<file path="src/rtl/pixel_pkg.sv">
// Shared scan-state encoding, default raster geometry and coordinate/offset types
// for the pixel scan path.
package pixel_pkg;

  localparam int SCREEN_W_DEFAULT          = 640;
  localparam int SCREEN_H_DEFAULT          = 480;
  localparam int PIXEL_DATA_WIDTH_DEFAULT  = 10;
  localparam int ENGINE_DATA_WIDTH_DEFAULT = 25;

  typedef enum logic [1:0] {
    IDLE  = 2'd0,
    SCAN  = 2'd1,
    DRAIN = 2'd2
  } scan_state_t;

  typedef logic [PIXEL_DATA_WIDTH_DEFAULT-1:0]         pixel_coord_t;
  typedef logic signed [ENGINE_DATA_WIDTH_DEFAULT-1:0] fixed_t;

endpackage

</file>
<file path="src/rtl/pixel_raster_counter.sv">
// Raster x/y counter: x wraps at SCREEN_W-1 and carries into y, which wraps at SCREEN_H-1.
// clr has priority over inc. last_pixel flags (SCREEN_W-1, SCREEN_H-1) combinationally from the registers.
module pixel_raster_counter
  import pixel_pkg::*;
#(
  parameter int SCREEN_W         = SCREEN_W_DEFAULT,
  parameter int SCREEN_H         = SCREEN_H_DEFAULT,
  parameter int PIXEL_DATA_WIDTH = PIXEL_DATA_WIDTH_DEFAULT
) (
  input  logic                        clk,
  input  logic                        reset,
  input  logic                        clr,
  input  logic                        inc,
  output logic [PIXEL_DATA_WIDTH-1:0] pixel_x,
  output logic [PIXEL_DATA_WIDTH-1:0] pixel_y,
  output logic                        last_pixel
);

  localparam logic [PIXEL_DATA_WIDTH-1:0] X_LAST = PIXEL_DATA_WIDTH'(SCREEN_W - 1);
  localparam logic [PIXEL_DATA_WIDTH-1:0] Y_LAST = PIXEL_DATA_WIDTH'(SCREEN_H - 1);
  localparam logic [PIXEL_DATA_WIDTH-1:0] ONE    = PIXEL_DATA_WIDTH'(1);

  logic x_last;

  assign x_last     = (pixel_x == X_LAST);
  assign last_pixel = x_last && (pixel_y == Y_LAST);

  always_ff @(posedge clk or negedge reset) begin
    if (!reset) begin
      pixel_x <= '0;
      pixel_y <= '0;
    end else if (clr) begin
      pixel_x <= '0;
      pixel_y <= '0;
    end else if (inc) begin
      if (x_last) begin
        pixel_x <= '0;
        pixel_y <= (pixel_y == Y_LAST) ? '0 : pixel_y + ONE;
      end else begin
        pixel_x <= pixel_x + ONE;
      end
    end
  end

endmodule

</file>
<file path="src/rtl/pixel_scan_ctrl.sv">
// Frame scan sequencer for pixel_map: raster coordinates advance only when map_en, ~full_queue and ~distributor_ready hold, else everything holds.
// View config is shadowed once per frame; PIXEL_SCAN_AUTO_RESTART_EN makes DRAIN loop back into SCAN until abort.
module pixel_scan_ctrl
  import pixel_pkg::*;
#(
  parameter int SCREEN_W          = SCREEN_W_DEFAULT,
  parameter int SCREEN_H          = SCREEN_H_DEFAULT,
  parameter int PIXEL_DATA_WIDTH  = PIXEL_DATA_WIDTH_DEFAULT,
  parameter int ENGINE_DATA_WIDTH = ENGINE_DATA_WIDTH_DEFAULT
) (
  input  logic                                clk,
  input  logic                                reset,
  input  logic                                start,
  input  logic                                abort,
  input  logic                                full_queue,
  input  logic                                distributor_ready,
  input  logic signed [ENGINE_DATA_WIDTH-1:0] x_offset_in,
  input  logic signed [ENGINE_DATA_WIDTH-1:0] y_offset_in,
  input  logic [31:0]                         zoom_in,
  output logic                                map_en,
  output logic [PIXEL_DATA_WIDTH-1:0]         pixel_x,
  output logic [PIXEL_DATA_WIDTH-1:0]         pixel_y,
  output logic signed [ENGINE_DATA_WIDTH-1:0] x_offset,
  output logic signed [ENGINE_DATA_WIDTH-1:0] y_offset,
  output logic [31:0]                         zoom,
  output logic                                busy,
  output logic                                frame_done,
  output logic [15:0]                         frame_count
);

  scan_state_t state_q, state_d;

  logic map_en_d;
  logic busy_d;
  logic frame_done_d;
  logic latch_cfg;
  logic coord_clr;
  logic coord_inc;
  logic last_pixel;
  logic advance;

  // Must match pixel_map's capture qualifier exactly so no coordinate is skipped or repeated.
  assign advance = map_en & ~full_queue & ~distributor_ready;

  pixel_raster_counter #(
    .SCREEN_W         (SCREEN_W),
    .SCREEN_H         (SCREEN_H),
    .PIXEL_DATA_WIDTH (PIXEL_DATA_WIDTH)
  ) u_raster (
    .clk        (clk),
    .reset      (reset),
    .clr        (coord_clr),
    .inc        (coord_inc),
    .pixel_x    (pixel_x),
    .pixel_y    (pixel_y),
    .last_pixel (last_pixel)
  );

  always_comb begin
    state_d      = state_q;
    map_en_d     = map_en;
    busy_d       = busy;
    frame_done_d = 1'b0;
    latch_cfg    = 1'b0;
    coord_clr    = 1'b0;
    coord_inc    = 1'b0;

    if (abort) begin
      state_d   = IDLE;
      map_en_d  = 1'b0;
      busy_d    = 1'b0;
      coord_clr = 1'b1;
    end else begin
      case (state_q)
        IDLE: begin
          if (start) begin
            state_d   = SCAN;
            map_en_d  = 1'b1;
            busy_d    = 1'b1;
            latch_cfg = 1'b1;
            coord_clr = 1'b1;
          end
        end
        SCAN: begin
          if (advance) begin
            coord_inc = 1'b1;
            // The counter wraps itself back to (0,0) on this final increment.
            if (last_pixel) begin
              state_d  = DRAIN;
              map_en_d = 1'b0;
            end
          end
        end
        DRAIN: begin
          frame_done_d = 1'b1;
`ifdef PIXEL_SCAN_AUTO_RESTART_EN
          state_d   = SCAN;
          map_en_d  = 1'b1;
          busy_d    = 1'b1;
          latch_cfg = 1'b1;
          coord_clr = 1'b1;
`else
          state_d   = IDLE;
          busy_d    = 1'b0;
`endif
        end
        default: begin
          state_d   = IDLE;
          map_en_d  = 1'b0;
          busy_d    = 1'b0;
          coord_clr = 1'b1;
        end
      endcase
    end
  end

  always_ff @(posedge clk or negedge reset) begin
    if (!reset) begin
      state_q     <= IDLE;
      map_en      <= 1'b0;
      busy        <= 1'b0;
      frame_done  <= 1'b0;
      frame_count <= '0;
    end else begin
      state_q    <= state_d;
      map_en     <= map_en_d;
      busy       <= busy_d;
      frame_done <= frame_done_d;
      if (frame_done_d) begin
        frame_count <= frame_count + 16'd1;
      end
    end
  end

  always_ff @(posedge clk or negedge reset) begin
    if (!reset) begin
      x_offset <= '0;
      y_offset <= '0;
      zoom     <= '0;
    end else if (latch_cfg) begin
      x_offset <= x_offset_in;
      y_offset <= y_offset_in;
      zoom     <= zoom_in;
    end
  end

endmodule

</file>
<file path="config.mk">
export PLATFORM = sky130hd
export DESIGN_NAME = pixel_scan_ctrl
export DESIGN_NICKNAME = d
export VERILOG_FILES = /design/src/rtl/pixel_pkg.sv /design/src/rtl/pixel_raster_counter.sv /design/src/rtl/pixel_scan_ctrl.sv
export SDC_FILE = /design/constraint.sdc
export NUM_CORES = 1
export LEC_CHECK = 0
export BUFFER_PORTS_ARGS = -buffer_cell sky130_fd_sc_hd__buf_2
export CORE_MARGIN = 3
export CORE_UTILIZATION = 30
export CTS_BUF_LIST = sky130_fd_sc_hd__clkbuf_8
export DETAILED_ROUTE_END_ITERATION = 8
export GPL_ROUTABILITY_DRIVEN = 0
export GPL_TIMING_DRIVEN = 0
export PLACE_DENSITY_LB_ADDON = 0.08
export REMOVE_ABC_BUFFERS = 1
export SYNTH_ARGS = -nofsm -noshare
export SYNTH_HDL_FRONTEND = slang
export SYNTH_HIERARCHICAL = 1
export SYNTH_SLANG_ARGS = --single-unit
</file>
<file path="constraint.sdc">
create_clock -name clk -period 2.4 [get_ports clk]
set_clock_uncertainty 0.15 [all_clocks]
set_input_delay 0 -clock clk [delete_from_list [all_inputs] [get_ports clk]]
set_output_delay 0 -clock clk [all_outputs]
set_load 0.05 [all_outputs]
</file>
* Word-level counts from Yosys, hierarchy flattened
Cells that the tools add are included.
Storage, ports and cells: flip-flop bits (word level) 123, input port bits 88, output and inout bits 121, logic and storage cells 64
Operators by class: add/sub/neg operators 3, equality and inequality tests 9, muxes and demuxes 29, bitwise operators 4, reductions and logical operators 9
Operators with widths (number):
- 2-to-1 mux 10 bit | 7
- adder 10 x 1 -> 10 bit, second input constant | 2
- adder 16 x 1 -> 16 bit, second input constant | 1
- 2-to-1 mux 1 bit | 14
- equality test 10 bit, second input constant | 1
- equality test 10 x 9 -> 1 bit, second input constant | 1
- != test 3 bit, second input constant | 3
- 2-to-1 mux 2 bit | 4
- != test 2 bit, second input constant | 2
- case mux 1 bit (2 select lines) | 2
- case mux 2 bit (2 select lines) | 1
- AND reduction 2 bit | 2
- AND reduction 4 bit | 1
- nonzero test 2 bit | 2
- case mux 1 bit (3 select lines) | 1
- AND reduction 3 bit | 1
- AND 1 bit | 2
- equality test 2 x 1 -> 1 bit, second input constant | 1
- equality test 2 bit, second input constant | 1
- zero test 2 bit | 1
- NOT 1 bit | 2
- OR reduction 2 bit | 1
- logical AND 1 bit | 1

* Depth between registers and ports, before layout
Gate-level depths: netlist (run 1).
word-level depth 8, depth in mapped cells 7

* Hierarchy
The synthesis (run 1) kept the hierarchy.
Modules (own cells, without submodules):
- pixel_scan_ctrl | instances 1, cells each 248, area each 3966.3 sq um, seq. area each 2577.5 sq um
- pixel_raster_counter | instances 1, cells each 118, area each 1119.8 sq um, seq. area each 500.5 sq um

* Worst setup path after synthesis (run 1)
No wires, ideal clock.
path type reg-to-reg, start point reg map_en, end point reg u_raster.pixel_y[3], library setup time 96 ps, arrival 2079 ps, data required time 2154 ps, setup slack 74 ps, cell stages (with the launch flop) 7, buffers on the path 1, period minus slack after synthesis 2326 ps, cell sequence dfrtp_1 nor4bb_1 and2_1 clkbuf_1 and3_1 nand4_2 o31ai_1
Between the ends: word-level cells in the longest chain between the ends 7
Ends and longest elaborated chain:
- from (decl) | RTL line pixel_scan_ctrl.sv:20 | output logic map_en,
- from (signal assigned) | RTL line pixel_scan_ctrl.sv:126 | map_en <= map_en_d;
- AND 1 bit (2 in a row) | RTL line pixel_scan_ctrl.sv:43 | assign advance = map_en & ~full_queue & ~distributor_ready;
- 2-to-1 mux 1 bit | RTL line pixel_scan_ctrl.sv:85 | if (advance) begin
- 2-to-1 mux 1 bit | RTL line pixel_scan_ctrl.sv:74 | case (state_q)
- 2-to-1 mux 1 bit | RTL line pixel_scan_ctrl.sv:68 | if (abort) begin
- via coord_inc | RTL line pixel_scan_ctrl.sv:38 | logic coord_inc;
- nonzero test 2 bit (no line)
- AND reduction 2 bit (no line)
- to (signal assigned) | RTL line pixel_raster_counter.sv:38 | pixel_y <= (pixel_y == Y_LAST) ? '0 : pixel_y + ONE;
- to (decl) | RTL line pixel_raster_counter.sv:15 | output logic [PIXEL_DATA_WIDTH-1:0] pixel_y,
The timed path passes the listed nets, and every way through them passes these cells. A chain may end at the register's enable or synchronous reset.

* Worst setup path after layout (run 1)
start point reg u_raster.pixel_x[2], end point reg state_q[1]
Between the ends: word-level cells in the longest chain between the ends 4
Ends and longest elaborated chain:
- from (decl) | RTL line pixel_raster_counter.sv:14 | output logic [PIXEL_DATA_WIDTH-1:0] pixel_x,
- from (signal assigned) | RTL line pixel_raster_counter.sv:40 | pixel_x <= pixel_x + ONE;
- equality test 10 bit | RTL line pixel_raster_counter.sv:25 | assign x_last = (pixel_x == X_LAST);
- logical AND 1 bit | RTL line pixel_raster_counter.sv:26 | assign last_pixel = x_last && (pixel_y == Y_LAST);
- via last_pixel | RTL line pixel_scan_ctrl.sv:39 | logic last_pixel;
- != test 3 bit (no line)
- AND reduction 3 bit (no line)
- to (signal assigned) | RTL line pixel_scan_ctrl.sv:125 | state_q <= state_d;
- to (decl) | RTL line pixel_scan_ctrl.sv:31 | scan_state_t state_q, state_d;
The timed path passes the listed nets, and every way through them passes these cells.

==> results.ini, run 1 <==
[synthesis]
yosysMostFrequentCell=dfrtp_1
synth_top_area_share_pct=60.5
netlist_instances=366
synth_edf_count=0
ys_ff_latch=123
async_flop_share_pct=100
netlist_area_um2=5090
netlist_top_cells_area=dfrtp_1 (61%), mux2_1 (15%), mux2_2 (3.1%)
synth_top_area_cell=dfrtp_1
yosysSeqAreaShare_pct=60.5
yosysUniqueCellTypes=44
yosysWarnings=6
synthTopCellsByCount=dfrtp_1 (123), mux2_1 (69), nand2_1 (17)
synth_ff_type=dfrtp_1
syn_area_per_cell_um2=13.9

[route]
vias_per_cell=4.43
wirelength_um=13600
wl_per_cell_um=15.1
vias=4005
antenna_left=0
drt_first_pass_iters=4
drc=0
drtIter0Drc=146

[critical_path]
crit_type=reg -> reg
slowest_stage=dlygate4sd3_1
cp_max_fo=8
cp_cell_sequence=and4_1 > nand4_1 > nor2_1 > and3_1 > dlygate4sd3_1
worstSetupStartpointType=flip-flop
cp.required_ns=2.62
cp_slowest_stage_delay_ns=0.54
path_buf_inv=1
reg2reg_slack_ns=0.12
crit_arrival_ns=2.50
path_delay_family=simple AND/OR/NAND/NOR gates
critPathCaptureType=flip-flop

[floorplanning]
dieArea_um2=18600
ios=209
start_util_pct=31.3
die_width_um=136
die_y_um=136
rows=46
coreArea_um2=16200

[sta]
grt_setup_unrepaired=false
tightest_slew_ns=0.546
fin_ws_ns=0.123
fin_crit_ns=2.28
maxSlewViolCount=0
setup-tns-final_ns=0
finalCritPeriodShare_pct=94.9
max_slew_margin_pct=63.4
finalSetupViolations=0
holdWs_ns=0.171
hold_violations=0
max_freq_ghz=0.439

[finish]
drive_gt1_share_pct=39.4
num-nets-final=767
syn2layout_area_growth_pct=53.8
finalNonFillerCells=904
antennaDiodeCount=0

[global_route]
grt_pass1_wl_um=20800
grt_max_degree=78
grt_pass1_vias=4078
grt_overflow_total=0
track_usage_pct=14.5
grt_antenna_before_repair=0

[cts]
clk_latency_ns=0.43
cts.htree.levels=4
clk_path_buf_depth=2
cts_tree=yes
clock-sinks=123
ctsRootBufferMaster=clkbuf_8
numCtsBuffers=17
clk_pin_slew_ns=0.07

[power_and_ir_drop]
p_switching_uw=2430
swShare_pct=37.0
p_int_uw=4140
p_leak_uw=0.00375
p_clk_share_pct=30.1
seq_power_share_pct=38.3
pwr-share-comb_pct=31.6
ir_drop_mv=0.362
powerDensity_nw_per_um2=840

[placement]
port_buffers=208
hpwl_um=9240
dpl.cell_count=782
place_ws_ns=-0.149

[min_path]
hold_class=in -> reg

[flow_run]
maxCapViolCount=0

[status]
run_status=finished, final reports clean

## cells in the final DEF (no fill, tap or decap), drive strengths merged, types with 6 or more instances in the layout
cell type	count
mux2	83
dfrtp	123
xnor2	14
xor2	9
nand2	17
nor2	12
nand3	14
nand2b	10
buf	215
and3	7
clkbuf	23
nand4	10
o21ai	6
dlygate4sd3	89
## worst register-to-register path: cells and delay by family, from the launching register on
kind                   cells  cell delay [ns]
flip-flops                 1             0.45
buffers and inverters      1             0.54
AND/OR/NAND/NOR            4             1.09
## final timing paths
check,cells past startpoint,end,startpoint
max reg2reg,5,state_q[1]$_DFFE_PN0P_,u_raster/pixel_x[2]$_DFFE_PN0P_
min in group asynchronous,4,y_offset[22]$_DFFE_PN0P_,reset
max in group asynchronous,4,y_offset[10]$_DFFE_PN0P_,reset
min,3,zoom[17]$_DFFE_PN0P_,zoom_in[17]
min reg2reg,1,frame_count[15]$_DFFE_PN0P_,frame_count[15]$_DFFE_PN0P_
max,5,state_q[1]$_DFFE_PN0P_,u_raster/pixel_x[2]$_DFFE_PN0P_
## metrics by stage
stage	utilization [%]	power (µW)	cell area (µm²)
6_report	48.2	6570	7820
5_1_grt	48.2	6890	7820
4_1_cts	48.1	6670	7810
3_5_place_dp	39.7	4520	6440
3_3_place_gp	38.8	4480	6300
2_1_floorplan	-	3930	4990
## sequential cells by signal, summed over array words and instances, names as in the netlist
signal,cells
x_offset,25
map_en,1
y_offset,25
frame_done,1
frame_count,16
state_q,2
busy,1
u_raster/pixel_x,10
u_raster/pixel_y,10
zoom,32
## routing by layer
metal | vias to the layer above | wire length (µm) | global-route usage, %
met4 | 0 | 127 | 4.37
met5 | - | 0 | 0
met1 | 1934 | 5690 | 16.9
li1 | 1923 | - | -
met2 | 138 | 6670 | 24.6
met3 | 10 | 1120 | 5.77
## kinds of logic after synthesis
| family | after synthesis | share of synthesized area, % |
|---|---|---|
| xor+xnor | 23 | 3.96 |
| fa+ha+maj | 3 | 0.738 |
| simple gates | 92 | 10.7 |
| buf+inv | 16 | 2.04 |
| mux | 84 | 18.6 |
| flops | 123 | 60.5 |
| compound gates | 25 | 3.44 |
## timing repair
item,in CTS,in global routing
hold endpoints to repair,217,0
buffers inserted,1,0
setup endpoints to repair,28,7
resized for setup,3,3
hold buffers,90,0
pin swaps,1,0
cloned,0,0
## area by class of cell
class                           instances  area, µm²
Timing Repair Buffer                  304       2100
Fill cell                            1489       8410
Clock inverter                          8        115
Multi-Input combinational cell        227       1930
Tap cell                              216        270
Clock buffer                           23        317
Sequential cell                       123       3080
Inverter                                3       11.3
## power by group through the flow
stage	Sequential (µW)	Clock, µW	Combinational (µW)
after floorplan	3650	0	285
after global placement	2540	0	1940
after detailed placement	2550	0	1970
after CTS	2510	2060	2090
after global routing	2560	2160	2170
final	2510	1980	2070
No activity file was read; power rests on OpenSTA's default activity.
==> run 2: changes to the inputs <==
- RECOVER_POWER: not set -> 50
==> run 2 against run 1 <==
  * Register-to-register slack better by 0.02 ns
  * Sequential power about the same
  * Core utilization is 0.72 points lower
  * Non-clock buffer count unchanged
  * Via count increased by 0.30%
  * Wire length rose by 0.34%
  * Clock-buffer cell count unchanged
  * Die area did not move
  * Sequential cell count stayed put
  * Setup slack improved by 0.020 ns
  * Largest cell class unchanged
  * Cell area down 1.5%
  * Sequential share of layout area increased by 0.59 points
==> results.ini, run 2 (same netlist as run 1, synthesis figures left out) <==
[global_route]
grt_pass1_wl_um=20800
grt_antenna_before_repair=0
top_usage_layer=met2
track_usage_pct=14.5
met2_usage_pct=24.6
grtUsageMet3_pct=5.77
grt_pass1_vias=4078
grt_overflow_total=0
grt_use_met1_pct=16.9
grt_max_degree=78

[min_path]
min_path_cells=3
hp-start=zoom_in[17]
holdPathEnd=zoom[17]$_DFFE_PN0P_
hold_class=in -> reg

[status]
run_status=finished, final reports clean

[sta]
grt_setup_unrepaired=false
fin_crit_ns=2.26
finalCritPeriodShare_pct=94.1
max_freq_ghz=0.443
hold_violations=0
finalSetupViolations=0
tightest_slew_ns=1.21
maxSlewViolCount=0
max_slew_margin_pct=19.3
fin_ws_ns=0.143

[placement]
hpwl_um=9240
port_buffers=208
placedInstanceArea_um2=6440
place_ws_ns=-0.149

[route]
antenna_left=0
vias=4017
wirelength_um=13700
drt_first_pass_iters=4
wl_per_cell_um=15.1
drc=0
vias_per_cell=4.44
drtIter0Drc=143

[floorplanning]
dieArea_um2=18600
start_util_pct=31.3
ios=209
die_y_um=136
die_width_um=136
rows=46
coreArea_um2=16200

[finish]
syn2layout_area_growth_pct=51.5
final_cell_mix=buf_2 (148), dfrtp_1 (122), dlygate4sd3_1 (89), mux2_1 (69), clkbuf_1 (59)
seqCellArea_um2=3080
num-nets-final=767
largest_reg_flops=32
fillCellCount=1519
drive_gt1_share_pct=30.8
multiInputGateArea_um2=1930
antennaDiodeCount=0
top_regs=zoom: 32 flops, x_offset: 25 flops, y_offset: 25 flops
top_register=zoom
final_common_cell=buf_2
final_cell_area_um2=7700

[power_and_ir_drop]
p_clk_share_pct=30.4
ir_drop_mv=0.358
p_leak_uw=0.00356
swShare_pct=37.5
powerDensity_nw_per_um2=845
p_switching_uw=2440
pwr-share-comb_pct=30.8
seq_power_share_pct=38.8
p_int_uw=4070
power.total_uw=6510

[critical_path]
crit_type=reg -> reg
reg2reg_from=state_q[0]$_DFFE_PN0P_
cp.required_ns=2.59
critPathCaptureType=flip-flop
worstSetupStartpointType=flip-flop
cp_max_fo=16
crit_arrival_ns=2.45
reg2reg_slack_ns=0.14
r2r_cells=6
regToRegEndpoint=u_raster/pixel_y[5]$_DFFE_PN0P_

[cts]
clk_pin_slew_ns=0.07
clk_latency_ns=0.43
numCtsBuffers=17
cts.htree.levels=4
ctsRootBufferMaster=clkbuf_8
cts_tree=yes
clock-sinks=123
clk_path_buf_depth=2

[flow_run]
maxCapViolCount=0

run 2: cell types whose count changed in the layout (fill, tap and decap cells not counted):
cell | before | now
buf_2 | 207 | 148
clkbuf_2 | 0 | 1
clkbuf_1 | 0 | 59
clkbuf_4 | 0 | 1
buf_16 | 5 | 3
run 2: worst max-delay path, cell delays in order (launching register included):
cell	delay, ns
dfrtp_2	0.45
nand2b_1	0.20
nor2_1	0.05
a211o_2	0.43
a31oi_4	0.33
nand4_2	0.27
o31ai_1	0.29
run 2: layer usage:
layer  share of wire, %  up-vias  wire length (µm)
li1                   -     1923                 -
met5                  0        -                 0
met4               0.87        0               119
met3                8.0        9              1090
met1                 42     1936              5780
met2                 49      149              6670
run 2: metrics by stage:
step / hold WS (ns) / utilization [%] / instances / setup TNS [ns]
detailed placement: -0.175 / 39.7 / 782 / -1.98
finish: 0.171 / 47.5 / 904 / 0
CTS: 0.124 / 48.1 / 904 / 0
global route: 0.137 / 47.5 / 904 / 0
floorplan: -0.446 / - / 353 / -178.88
global placement: 0.0664 / 38.8 / 777 / -360.03
run 2: worst max-delay path by stage:
stage / from / cells past startpoint / end / slack, ns
after global placement: state_q[0]$_DFFE_PN0P_ / 3 / x_offset[8]$_DFFE_PN0P_ / -3.78
after CTS: state_q[0]$_DFFE_PN0P_ / 6 / u_raster/pixel_y[4]$_DFFE_PN0P_ / 0.02
final: state_q[0]$_DFFE_PN0P_ / 6 / u_raster/pixel_y[5]$_DFFE_PN0P_ / 0.14
after global routing: u_raster/pixel_x[2]$_DFFE_PN0P_ / 5 / state_q[1]$_DFFE_PN0P_ / 0.008
after detailed placement: state_q[0]$_DFFE_PN0P_ / 6 / u_raster/pixel_y[4]$_DFFE_PN0P_ / -0.15
after floorplan: state_q[0]$_DFFE_PN0P_ / 3 / x_offset[10]$_DFFE_PN0P_ / -2.25
run 2: what timing repair did:
action / in CTS / in global routing
gates resized for setup: 3 / 3
endpoints found under the hold margin: 217 / 0
pin swaps: 1 / 0
endpoints found under the setup margin: 28 / 7
setup buffers: 1 / 0
hold buffers: 90 / 0
run 2: power groups by stage:
stage | Combinational, µW | Sequential, µW | Clock [µW]
finish | 2010 | 2520 | 1980
global route | 2100 | 2570 | 2160
CTS | 2090 | 2510 | 2060
detailed placement | 1970 | 2550 | 0
global placement | 1940 | 2540 | 0
floorplan | 285 | 3650 | 0
run 2: area by class of cell:
| cell class | instances | area share (%) |
|---|---|---|
| clock buffer | 23 | 4.11 |
| clock inverter | 8 | 1.49 |
| tap | 216 | 3.51 |
| inverter | 3 | 0.146 |
| timing repair buffer | 304 | 25.7 |
| sequential | 123 | 40.0 |
| multi-input combinational | 227 | 25.0 |
==> run 3: changes to the inputs <==
- BUFFER_PORTS_ARGS: -buffer_cell sky130_fd_sc_hd__buf_2 -> -buffer_cell sky130_fd_sc_hd__buf_4
==> run 3 against run 2 <==
  * Core utilization increased by 2.6 points
  * Global-route usage increased by 0.73 points
  * Clock power shrank 5%
  * Wire length up 5.1%
  * Cell area up 5.4%
  * Critical path depth stayed put
  * Setup slack worse by 0.021 ns
  * Clock-buffer cell count is 1 lower
  * Sequential power barely moved
  * Sequential share of layout area is 2.1 points lower
  * Register-to-register slack worse by 0.02 ns
  * Largest power group unchanged
  * Highest routed layer unchanged
==> results.ini, run 3 (same netlist as run 1, synthesis figures left out) <==
[finish]
finalNonFillerCells=930
largest_reg_flops=32
antennaDiodeCount=0
final_cell_mix=dfrtp_1 (122), clkbuf_1 (121), dlygate4sd3_1 (109), buf_4 (91), mux2_1 (69)
drive_gt1_share_pct=22.1
syn2layout_area_growth_pct=59.7
top_register=zoom
top_regs=zoom: 32 flops, x_offset: 25 flops, y_offset: 25 flops
final_common_cell=dfrtp_1
num-nets-final=792
final_cell_area_um2=8120

[placement]
dpl.cell_count=783
hpwl_um=9780
port_buffers=208
placedInstanceArea_um2=7000

[floorplanning]
rows=46
ios=209
die_width_um=136
die_y_um=136
dieArea_um2=18600
start_util_pct=31.3
coreArea_um2=16200

[global_route]
grt_use_met1_pct=18.9
grt_overflow_total=0
grtUsageMet3_pct=5.03
grt_antenna_before_repair=0
top_usage_layer=met2
grt_pass1_vias=4207
grt_max_degree=71
met2_usage_pct=25.2
track_usage_pct=15.2
grt_pass1_wl_um=21900

[sta]
tightest_slew_ns=0.720
finalCritPeriodShare_pct=94.9
finalSetupViolations=0
max_freq_ghz=0.439
grt_setup_unrepaired=false
fin_crit_ns=2.28
maxSlewViolCount=0
setup-tns-final_ns=0
hold_violations=0
max_slew_margin_pct=52.2
holdWs_ns=0.184

[route]
antenna_left=0
wirelength_um=14400
vias_per_cell=4.50
drc=0
vias=4184
drt_first_pass_iters=4
wl_per_cell_um=15.4
drtIter0Drc=115

[cts]
clock-sinks=123
ctsRootBufferMaster=clkbuf_8
cts_tree=yes
clk_latency_ns=0.42
clk_path_buf_depth=2
numCtsBuffers=17
cts.htree.levels=4
clk_pin_slew_ns=0.07

[critical_path]
cp.required_ns=2.56
cp_max_fo=17
crit_arrival_ns=2.44
critPathCaptureType=flip-flop
crit_type=reg -> reg
worstSetupStartpointType=flip-flop

[status]
run_status=finished, final reports clean

[flow_run]
maxCapViolCount=0

[min_path]
hold_class=in -> reg

[power_and_ir_drop]
power.total_uw=6570
p_leak_uw=0.00352
powerDensity_nw_per_um2=809
ir_drop_mv=0.425

[run 3: cell types whose count changed in the layout (fill, tap and decap cells not counted), sizes merged]
cell / before / now
bufinv: 3 / 2
dlygate4sd3: 89 / 109
clkinv: 2 / 3
buf: 154 / 98
clkbuf: 84 / 144
clkinvlp: 1 / 3
[run 3: per-layer routing]
layer  part of all wire, %  wire length (µm)
met5                     0                 0
met4                  0.88               127
met3                   7.9              1130
met2                    49              6970
met1                    43              6130
[run 3: final timing paths]
kind	from	to	slack, ns	cells after the start
worst max-delay path	state_q[0]$_DFFE_PN0P_	zoom[19]$_DFFE_PN0P_	0.12	6
max in group asynchronous	reset	state_q[0]$_DFFE_PN0P_	0.88	4
worst min-delay path	zoom_in[4]	zoom[4]$_DFFE_PN0P_	0.18	3
worst min register to register	frame_count[15]$_DFFE_PN0P_	frame_count[15]$_DFFE_PN0P_	0.32	1
worst max register to register	state_q[0]$_DFFE_PN0P_	zoom[19]$_DFFE_PN0P_	0.12	6
min in group asynchronous	reset	y_offset[22]$_DFFE_PN0P_	0.48	3
[run 3: stage by stage]
stage | setup WS [ns] | util [%]
after floorplan | -2.25 | -
after global placement | -4.02 | 42.1
after detailed placement | -0.161 | 43.1
after CTS | 0.0120 | 52.5
after global routing | 0.0325 | 50.0
final | 0.122 | 50.0
[run 3: cell type report]
| class | count | area [µm²] |
|---|---|---|
| fill | 1555 | 8110 |
| sequential | 123 | 3080 |
| timing repair buffer | 329 | 2410 |
| multi-input combinational | 227 | 1930 |
| clock buffer | 22 | 303 |
| tap | 216 | 270 |
| clock inverter | 10 | 114 |
| inverter | 3 | 11.3 |
[run 3: timing repair]
item	CTS	global route
pin swaps	0	2
setup buffers	0	6
endpoints found under the hold margin	218	0
setup endpoints to repair	7	32
hold buffers	109	0
resized for setup	2	6
[run 3: worst max-delay path, cell delays in order (launching register included)]
cell and delay [ns]:
dfrtp_2 0.45, nand2b_4 0.17, nor3_4 0.17, buf_4 0.16, buf_16 0.15, mux2_1 0.35, dlygate4sd3_1 0.57
[run 3: report_power, final]
group / internal (µW) / switching, µW
Clock: 1060 / 822
Combinational: 633 / 1530
Sequential: 2380 / 144
